--- src/rtl/uart_pkg.sv ---
// Shared UART definitions: FSM state encoding and bit-timing helper.
// The TX and RX blocks both import this package.
package uart_pkg;

    typedef enum logic [2:0] {
        IDLE,
        START,
        DATA,
        STOP,
        BREAK
    } uart_state_t;

    // Clock cycles per line bit. Integer division truncates toward zero.
    function automatic int cycles_per_bit(input int clk_hz, input int bit_rate);
        return clk_hz / bit_rate;
    endfunction

endpackage

--- src/rtl/uart_tx_byte_fifo.sv ---
// Circular byte FIFO with occupancy count. DEPTH must be a power of two.
// Push while full and pop while empty are ignored.
module uart_tx_byte_fifo #(
    parameter int WIDTH = 8,
    parameter int DEPTH = 16
) (
    input  logic                   clk,
    input  logic                   reset,
    input  logic                   push,
    input  logic                   pop,
    input  logic [WIDTH-1:0]       wr_data,
    output logic [WIDTH-1:0]       rd_data,
    output logic                   full,
    output logic                   empty,
    output logic [$clog2(DEPTH):0] count
);

    localparam int PTR_W = $clog2(DEPTH);
    localparam int CNT_W = PTR_W + 1;

    logic [WIDTH-1:0] mem [DEPTH];
    logic [PTR_W-1:0] wr_ptr;
    logic [PTR_W-1:0] rd_ptr;
    logic             push_ok;
    logic             pop_ok;

    assign full    = (count == CNT_W'(DEPTH));
    assign empty   = (count == '0);
    assign push_ok = push && !full;
    assign pop_ok  = pop && !empty;
    assign rd_data = mem[rd_ptr];

    always_ff @(posedge clk) begin
        if (push_ok) begin
            mem[wr_ptr] <= wr_data;
        end
    end

    // Pointers wrap naturally because DEPTH is a power of two.
    always_ff @(posedge clk) begin
        if (reset) begin
            wr_ptr <= '0;
            rd_ptr <= '0;
            count  <= '0;
        end else begin
            if (push_ok) wr_ptr <= wr_ptr + 1'b1;
            if (pop_ok)  rd_ptr <= rd_ptr + 1'b1;
            case ({push_ok, pop_ok})
                2'b10:   count <= count + 1'b1;
                2'b01:   count <= count - 1'b1;
                default: count <= count;
            endcase
        end
    end

endmodule

--- src/rtl/uart_tx_fifo.sv ---
// UART transmitter (start, LSB-first data, stop bits) fed by a byte FIFO.
// Define UART_TX_BREAK_EN to add the send_break input and the BREAK state.
module uart_tx_fifo
    import uart_pkg::*;
#(
    parameter int BIT_RATE     = 9600,
    parameter int CLK_HZ       = 50_000_000,
    parameter int PAYLOAD_BITS = 8,
    parameter int STOP_BITS    = 1,
    parameter int FIFO_DEPTH   = 16
) (
    input  logic                          clk,
    input  logic                          reset,
    input  logic                          uart_tx_en,
    input  logic                          tx_valid,
    input  logic [PAYLOAD_BITS-1:0]       tx_data,
`ifdef UART_TX_BREAK_EN
    input  logic                          send_break,
`endif
    output logic                          tx_ready,
    output logic                          uart_txd,
    output logic                          tx_busy,
    output logic [$clog2(FIFO_DEPTH):0]   fifo_count
);

    localparam int CPB        = cycles_per_bit(CLK_HZ, BIT_RATE);
    localparam int CYC_W      = $clog2(CPB + 1);
    localparam int BREAK_BITS = PAYLOAD_BITS + STOP_BITS + 1;
    localparam int BIT_W      = $clog2(BREAK_BITS + 1);

    uart_state_t             state;
    logic [CYC_W-1:0]        cyc_cnt;
    logic [BIT_W-1:0]        bit_cnt;
    logic [PAYLOAD_BITS-1:0] shift_reg;
    logic [PAYLOAD_BITS-1:0] fifo_head;
    logic                    fifo_full;
    logic                    fifo_empty;
    logic                    fifo_pop;
    logic                    bit_end;
    logic                    stop_end;
    logic                    can_start;
    logic                    break_req;

    uart_tx_byte_fifo #(
        .WIDTH (PAYLOAD_BITS),
        .DEPTH (FIFO_DEPTH)
    ) u_fifo (
        .clk     (clk),
        .reset   (reset),
        .push    (tx_valid),
        .pop     (fifo_pop),
        .wr_data (tx_data),
        .rd_data (fifo_head),
        .full    (fifo_full),
        .empty   (fifo_empty),
        .count   (fifo_count)
    );

    assign tx_ready  = !fifo_full;
    assign tx_busy   = (state != IDLE) || !fifo_empty;
    assign bit_end   = (cyc_cnt == CYC_W'(CPB - 1));
    assign stop_end  = bit_end && (bit_cnt == BIT_W'(STOP_BITS - 1));
    assign can_start = uart_tx_en && !fifo_empty;

`ifdef UART_TX_BREAK_EN
    assign break_req = send_break;
`else
    assign break_req = 1'b0;
`endif

    // Pop in the same cycle the FSM loads the shift register.
    always_comb begin
        fifo_pop = 1'b0;
        if (state == IDLE) begin
            fifo_pop = can_start && !break_req;
        end else if (state == STOP) begin
            fifo_pop = can_start && stop_end;
        end
    end

    always_ff @(posedge clk) begin
        if (reset) begin
            state    <= IDLE;
            uart_txd <= 1'b1;
            cyc_cnt  <= '0;
            bit_cnt  <= '0;
        end else begin
            case (state)
                IDLE: begin
                    cyc_cnt <= '0;
                    bit_cnt <= '0;
                    if (break_req) begin
                        state    <= BREAK;
                        uart_txd <= 1'b0;
                    end else if (can_start) begin
                        state     <= START;
                        uart_txd  <= 1'b0;
                        shift_reg <= fifo_head;
                    end
                end
                START: begin
                    if (bit_end) begin
                        cyc_cnt   <= '0;
                        bit_cnt   <= '0;
                        state     <= DATA;
                        uart_txd  <= shift_reg[0];
                        shift_reg <= shift_reg >> 1;
                    end else begin
                        cyc_cnt <= cyc_cnt + 1'b1;
                    end
                end
                DATA: begin
                    if (bit_end) begin
                        cyc_cnt <= '0;
                        if (bit_cnt == BIT_W'(PAYLOAD_BITS - 1)) begin
                            bit_cnt  <= '0;
                            state    <= STOP;
                            uart_txd <= 1'b1;
                        end else begin
                            bit_cnt   <= bit_cnt + 1'b1;
                            uart_txd  <= shift_reg[0];
                            shift_reg <= shift_reg >> 1;
                        end
                    end else begin
                        cyc_cnt <= cyc_cnt + 1'b1;
                    end
                end
                STOP: begin
                    if (bit_end) begin
                        cyc_cnt <= '0;
                        if (stop_end) begin
                            bit_cnt <= '0;
                            // Chain straight into the next start bit when data is waiting.
                            if (can_start) begin
                                state     <= START;
                                uart_txd  <= 1'b0;
                                shift_reg <= fifo_head;
                            end else begin
                                state <= IDLE;
                            end
                        end else begin
                            bit_cnt <= bit_cnt + 1'b1;
                        end
                    end else begin
                        cyc_cnt <= cyc_cnt + 1'b1;
                    end
                end
`ifdef UART_TX_BREAK_EN
                BREAK: begin
                    if (bit_end) begin
                        cyc_cnt <= '0;
                        if (bit_cnt == BIT_W'(BREAK_BITS - 1)) begin
                            bit_cnt  <= '0;
                            state    <= IDLE;
                            uart_txd <= 1'b1;
                        end else begin
                            bit_cnt <= bit_cnt + 1'b1;
                        end
                    end else begin
                        cyc_cnt <= cyc_cnt + 1'b1;
                    end
                end
`endif
                default: begin
                    state    <= IDLE;
                    uart_txd <= 1'b1;
                    cyc_cnt  <= '0;
                    bit_cnt  <= '0;
                end
            endcase
        end
    end

endmodule

--- config.mk ---
export PLATFORM = sky130hd
export DESIGN_NAME = uart_tx_fifo
export DESIGN_NICKNAME = d
export VERILOG_FILES = /design/src/rtl/uart_pkg.sv /design/src/rtl/uart_tx_byte_fifo.sv /design/src/rtl/uart_tx_fifo.sv
export SDC_FILE = /design/constraint.sdc
export NUM_CORES = 1
export LEC_CHECK = 0
export ABC_AREA = 1
export ABC_CLOCK_PERIOD_IN_PS = 2500
export BUFFER_PORTS_ARGS = -buffer_cell sky130_fd_sc_hd__buf_2
export CAP_MARGIN = 25
export CORE_AREA = 4 4 133 135
export DETAILED_ROUTE_END_ITERATION = 16
export DIE_AREA = 0 0 137 139
export SETUP_SLACK_MARGIN = 0.2
export SLEW_MARGIN = 25
export SYNTH_ARGS = -nofsm -noshare
export SYNTH_HDL_FRONTEND = slang
export SYNTH_SLANG_ARGS = --single-unit
--- constraint.sdc ---
create_clock -name clk -period 2.5 [get_ports clk]
set_clock_uncertainty 0.1 [all_clocks]
set_input_delay 0.125 -clock clk [delete_from_list [all_inputs] [get_ports clk]]
set_output_delay 0.125 -clock clk [all_outputs]
set_load 0.02 [all_outputs]
==> results.ini, run 1 <==
[run_status]
status = completed

[sta]
slew_violations = 0
rsz0062_at_grt = true
timing.slew.headroom_pct = 53.1
final.period_utilization_pct = 91.4
final_hold_viol_count = 0
worst-slew-pin-transition_ns = 0.702
timing.final.crit_period_ns = 2.29
fin_tns_setup_ns = 0
maxClockFrequency_ghz = 0.438
final-setup-viol-count = 0

[critical_path]
arrival_worst_endpoint_ns = 2.55
worstSetupEndpointType = flop
crit_path_max_fanout = 4
required_time_worst_endpoint_ns = 2.77
critical_path.startpoint_type = flop
worst_path_class_setup = reg -> reg

[cells_and_area]
area_growth_pct = 17.1
num-nets-final = 743
number_of_flip_flops_in_the_largest_register = 128
post_route_cells_drive_above_1_share_pct = 18.5
fin_area_mm2 = 0.00873
antenna_cells = 0

[grt]
grt_first_pass_wirelength_um = 25500
grt_pass1_vias = 4901
grt_antenna_before_repair = 0
grt_start_max_net_pins = 35
grt.total_usage_pct = 17.6
gr-total-overflow = 0

[synthesis]
yosysTopAreaCellShare_pct = 54.8
netlist-cell-type-count = 42
synthesis.nets = 689
synth-edff-count = 136
synth_area_mm2 = 0.00745
synth.yosys.warnings = 0
synth.avg_cell_area_um2 = 11.3
synth-seq-area-share_pct = 64.7
postSynth.asyncResetShare_pct = 0
synth_seq_cells = 173
synth_top_cell_by_area = edfxtp_1
synth.top_cells.by_area = edfxtp_1 55%, dfxtp_1 9.9%, o21ai_0 5.2%
synth_cells = 662
synth-main-ff-cell = edfxtp_1

[detailed_routing]
average_wire_length_per_cell_after_detail_routing_um = 16.7
drt-initial-drc-count = 235
routed_wirelength_um = 15900
vias = 4913
drt-vias-per-instance = 5.18
postRouteAntennaNets = 0
route.detailed.drc = 0
first_pass_iters = 4

[floorplan]
floorplan.die_area_mm2 = 0.0190
floorplan.core_area_mm2 = 0.0165
dieWidth_um = 137
top_level_ports = 20
core.rowCount = 47
initial_utilization_pct = 45.3
die_height_um = 139

[clock_network]
clk_transition_reported_paths_ns = 0.07
numCtsBuffers = 17
clock_latency_ns = 0.43
cts-htree-levels = 4
cts_sinks = 173
clk_root_buffer_cell = clkbuf_16
cts_max_path_buffers = 2
cts_tree = yes

[place]
gp_congestion = 0.907
placed_area_mm2 = 0.00798
dp_hpwl_um = 10500
port_buffers = 19

[job]
maxCapViolCount = 0

[min_path]
timing.hold.worst.class = in -> reg

[power_and_ir_drop]
static_leakage_nw = 3.23
p_per_area_mw_per_mm2 = 974
irDropWorstVdd_uv = 514
total_power_mw = 8.50

==> metal layers <==
metal	up-vias	global-route usage [%]	wire length, um
met3	17	3.81	658
met5	-	0	0
li1	2433	-	-
met4	0	5.72	232
met2	106	29.1	7900
met1	2357	23.0	7090
==> through the flow <==
stage | cells | utilization [%] | hold WS, ns | setup slack, ns
CTS | 945 | 52.6 | 0.0119 | 0.220
detailed placement | 907 | 48.5 | 0.341 | 0.0822
finish | 949 | 53.0 | 0.0189 | 0.215
global route | 949 | 53.0 | 0.0210 | 0.0505
global placement | 907 | 48.5 | 0.330 | 0.133
floorplan | 662 | - | 0.124 | 0.205
==> kinds of logic (layout without fill, tap and decap cells) <==
group | Yosys count | after routing | share of synthesized area [%]
AND/OR/NAND/NOR | 174 | 174 | 10.5
flip-flops | 173 | 173 | 64.7
AO/OA/AOI/OAI | 161 | 161 | 11.7
buffers and inverters | 100 | 167 | 5.41
multiplexers | 31 | 31 | 4.16
adder cells (fa/ha/maj) | 15 | 15 | 2.52
XOR/XNOR | 8 | 8 | 0.940
==> critical path, cell delays in order, from the launching register on <==
cell and delay (ns):
dfxtp_2 0.35, ha_4 0.14, nand2_2 0.04, nor2_2 0.10, nand3_2 0.10, nor2_4 0.11
nand2_2 0.07, nand2_4 0.07, nand2_4 0.05, inv_4 0.06, ha_4 0.16, xor2_2 0.18
ha_2 0.20, inv_2 0.03, nand2_2 0.07, nand2_2 0.05, nand2_1 0.06, nand2_1 0.05
nand2_1 0.05, nand2_1 0.06, a21oi_2 0.12
==> cells in the final DEF, fill, tap and decap left out, drive strengths merged, types with 4 or more instances in the layout <==
master  instances
edfxtp        136
o21ai          80
nand2          74
inv            72
nor2           62
buf            59
a21oi          55
dfxtp          37
mux2i          31
nand3          18
clkbuf         18
ha             15
o211ai         11
clkinv         10
xor2            7
o22ai           6
nor3            6
nand4           5
a211oi          4
==> report_power, final <==
group	internal, mW	switching (mW)
clock network	1.57	1.11
registers	3.35	0.163
logic	0.890	1.42
==> timing repair <==
action / in CTS / in global routing
hold buffers: 2 / 0
setup buffers: 4 / 4
endpoints found under the hold margin: 22 / 0
resized for setup: 8 / 13
setup endpoints to repair: 2 / 11
pin swaps: 4 / 8
==> cell type report <==
type	instances	area (um2)
Clock inverter	14	170
Sequential cell	173	4830
Timing Repair Buffer	61	440
Inverter	74	282
Multi-Input combinational cell	389	2300
Fill cell	1429	7740
Clock buffer	18	429
Tap cell	220	275
==> path summary, 6_finish.rpt <==
path,start,end,slack (ns),depth (start not counted)
setup / recovery,cyc_cnt[1],u_fifo.count[4],0.21,20
hold / removal,tx_data[0],u_fifo.mem[5][0],0.02,1
setup reg to reg,cyc_cnt[1],u_fifo.count[4],0.21,20
hold reg to reg,cyc_cnt[9],cyc_cnt[9],0.36,2
==> Yosys cell counts, types with 2 or more instances <==
cell / n
edfxtp_1: 136
o21ai_0: 78
inv_1: 66
nand2_1: 66
nor2_1: 56
a21oi_1: 53
dfxtp_1: 37
mux2i_1: 31
clkbuf_1: 18
nand3_1: 17
ha_1: 15
o211ai_1: 11
nand2_2: 7
xor2_1: 7
nor3_1: 6
o22ai_1: 6
nor2_2: 5
a211oi_1: 4
buf_2: 4
inv_2: 4
and3_1: 3
buf_4: 3
nand4_1: 3
nor3b_1: 3
a21oi_2: 2
clkinv_1: 2
nand4_2: 2
o21ai_1: 2
o21bai_1: 2
Power figures use the tool's default switching activity.
==> inputs of run 2 (changes only) <==
BUFFER_PORTS_ARGS = unset   (was -buffer_cell sky130_fd_sc_hd__buf_2)
DONT_BUFFER_PORTS = 1   (was unset)
==> results.ini, run 2 (synthesis results as in run 1) <==
[cells_and_area]
post_route_cells_drive_above_1_share_pct = 19.0  ; +0.44 points
layout.cells.most_common = edfxtp_1
antenna_cells = 0  ; unchanged
postLayoutCoreUtil_pct = 53.7  ; +0.65 points
number_of_flip_flops_in_the_largest_register = 128  ; unchanged
final_cell_mix = 136 x edfxtp_1, 77 x o21ai_0, 63 x inv_1
num-nets-final = 742  ; -0.13%
area_growth_pct = 18.5
fillCellCount = 1407  ; -1.5%

[sta]
holdWs_ns = -0.356  ; -0.375 ns
fin_tns_setup_ns = 0  ; unchanged
rsz0062_at_grt = true
final_hold_viol_count = 6  ; +6
slew_violations = 0  ; unchanged
timing.slew.headroom_pct = 47.9  ; -5.3 points
timing.final.crit_period_ns = 2.32  ; +0.0366 ns
maxClockFrequency_ghz = 0.431  ; -1.6%
worst-slew-pin-transition_ns = 0.779  ; +0.0770 ns
final.period_utilization_pct = 92.9  ; +1.5 points
final-setup-viol-count = 0  ; unchanged
final_critical_path_setup_slack_ns = 0.178  ; -0.0366 ns

[detailed_routing]
drt-vias-per-instance = 5.24  ; +1.2%
postRouteAntennaNets = 0  ; unchanged
drt-initial-drc-count = 341  ; +45%
average_wire_length_per_cell_after_detail_routing_um = 17.4  ; +4.0%
route.detailed.drc = 0  ; unchanged
vias = 4966  ; +1.1%
first_pass_iters = 5  ; +1
routed_wirelength_um = 16500  ; +3.9%

[grt]
grt_start_max_net_pins = 35  ; unchanged
grt.total_usage_pct = 17.9  ; +0.32 points
grt_pass1_vias = 4863  ; -0.78%
grt_first_pass_wirelength_um = 25900  ; +1.5%
grt_antenna_before_repair = 0  ; unchanged
gr-total-overflow = 0  ; unchanged

[critical_path]
critical_path.startpoint_type = flop
arrival_worst_endpoint_ns = 2.54  ; about the same
worst_path_class_setup = reg -> reg
reg2reg_slack_ns = 0.18  ; -0.04 ns
crit_path_max_fanout = 4  ; unchanged
worst_r2r_endpoint = u_fifo.count[2]
required_time_worst_endpoint_ns = 2.72  ; -0.05 ns
worstSetupEndpointType = flop
ff2ff_path_depth = 17  ; -15%
worst_r2r_start = cyc_cnt[0]

[floorplan]
floorplan.core_area_mm2 = 0.0165  ; unchanged
die_height_um = 139  ; unchanged
core.rowCount = 47  ; unchanged
initial_utilization_pct = 45.3  ; unchanged
floorplan.die_area_mm2 = 0.0190  ; unchanged
top_level_ports = 20  ; unchanged
dieWidth_um = 137  ; unchanged

[power_and_ir_drop]
switching_power_mw = 2.76  ; +2.9%
p_per_area_mw_per_mm2 = 977  ; +0.34%
switching_part_of_the_total_power_pct = 32.0  ; +0.40 points
irDropWorstVdd_uv = 630  ; +23%
sequentialPowerShare_pct = 40.6  ; -0.7 points
power_frac_comb_pct = 28.4  ; +1.2 points
static_leakage_nw = 3.25  ; +0.68%
share_clk_of_total_power_pct = 31.0  ; -0.5 points
p_int_mw = 5.87  ; +0.98%

[clock_network]
cts_tree = yes
numCtsBuffers = 17  ; unchanged
cts_sinks = 173  ; unchanged
clk_transition_reported_paths_ns = 0.06  ; about the same
cts_max_path_buffers = 2  ; unchanged
cts-htree-levels = 4  ; unchanged
cts_hold_repair.buffers = 15  ; +13
clk_root_buffer_cell = clkbuf_16
clock_latency_ns = 0.43  ; about the same

[job]
maxCapViolCount = 0  ; unchanged

[min_path]
timing.hold.worst.class = in -> reg
hold_path_end = u_fifo.count[4]
hold-path-cell-count = 1  ; unchanged
min_from = reset

[run_status]
status = finished, violations left
failed_checks = hold timing

[place]
dp_worst_setup_slack_ns = -0.0689  ; -0.151 ns
dp_hpwl_um = 10600  ; +0.41%
port_buffers = 0  ; -19
gp_congestion = 0.837  ; -7.6%

run 2: cell count changes in the layout (fill, tap and decap cells not counted), moves of 2 or more:
cell / before / now
dlygate4sd3_1: 2 / 12
nand2_1: 64 / 56
a21oi_1: 53 / 51
buf_4: 38 / 45
a21oi_2: 2 / 4
nor2_1: 54 / 52
buf_2: 19 / 0
nand2_2: 8 / 15
clkinvlp_4: 3 / 1
run 2: worst max-delay path by stage:
stage	startpoint	end	slack, ns	cells past startpoint
2_1_floorplan	cyc_cnt[0]	u_fifo.count[4]	0.20	20
3_3_place_gp	cyc_cnt[0]	u_fifo.count[4]	0.11	20
3_5_place_dp	cyc_cnt[0]	u_fifo.count[4]	-0.07	20
4_1_cts	cyc_cnt[1]	u_fifo.count[4]	0.15	20
5_1_grt	state[0]	u_fifo.count[2]	0.08	15
6_report	cyc_cnt[0]	u_fifo.count[2]	0.18	17
run 2: layer usage:
layer  routed length (um)  up-vias  part of all wire [%]  global-route usage (%)
met5                    0        -                     0                       0
met4                  353        0                   2.1                    6.25
met3                  752       24                   4.6                    5.26
met2                 7880      100                    48                    27.8
met1                 7510     2412                    46                    24.0
li1                     -     2430                     -                       -
run 2: power groups by stage:
stage | logic (mW) | registers, mW | clock network [mW]
after CTS | 2.31 | 3.52 | 2.72
final | 2.45 | 3.50 | 2.68
after global placement | 2.03 | 3.57 | 0
after global routing | 2.72 | 3.52 | 2.85
after detailed placement | 2.09 | 3.58 | 0
after floorplan | 1.53 | 3.52 | 0
run 2: what timing repair did:
item,CTS,global route
hold endpoints to repair,149,6
pin swaps,7,15
setup buffers,9,7
resized for setup,14,23
setup endpoints to repair,4,18
run 2: layout make-up:
type / count / area (um2) / area share (%)
tap: 220 / 275 / 3.12
inverter: 74 / 282 / 3.19
multi-input combinational: 389 / 2330 / 26.4
clock buffer: 18 / 429 / 4.86
sequential: 173 / 4840 / 54.8
timing repair buffer: 60 / 509 / 5.76
clock inverter: 14 / 169 / 1.91
run 2: through the flow:
stage               power (mW)  instance area [um2]  instances
finish                    8.63                 8840        948
global placement          5.59                 7890        888
global route              9.09                 8840        948
CTS                       8.55                 8740        944
floorplan                 5.05                 7470        662
detailed placement        5.67                 7890        888
run 2: worst max-delay path, stage by stage (launching register included):
cell     delay [ns]
dfxtp_2        0.35
ha_4           0.15
nand2_4        0.05
nor2_4         0.09
nand3_2        0.09
nor2_4         0.11
nand2_2        0.07
nand2_4        0.07
nand2_4        0.05
inv_4          0.06
ha_4           0.16
xor2_2         0.17
ha_2           0.20
inv_2          0.03
nand2_2        0.08
buf_4          0.12
xor2_1         0.17
a21oi_1        0.08
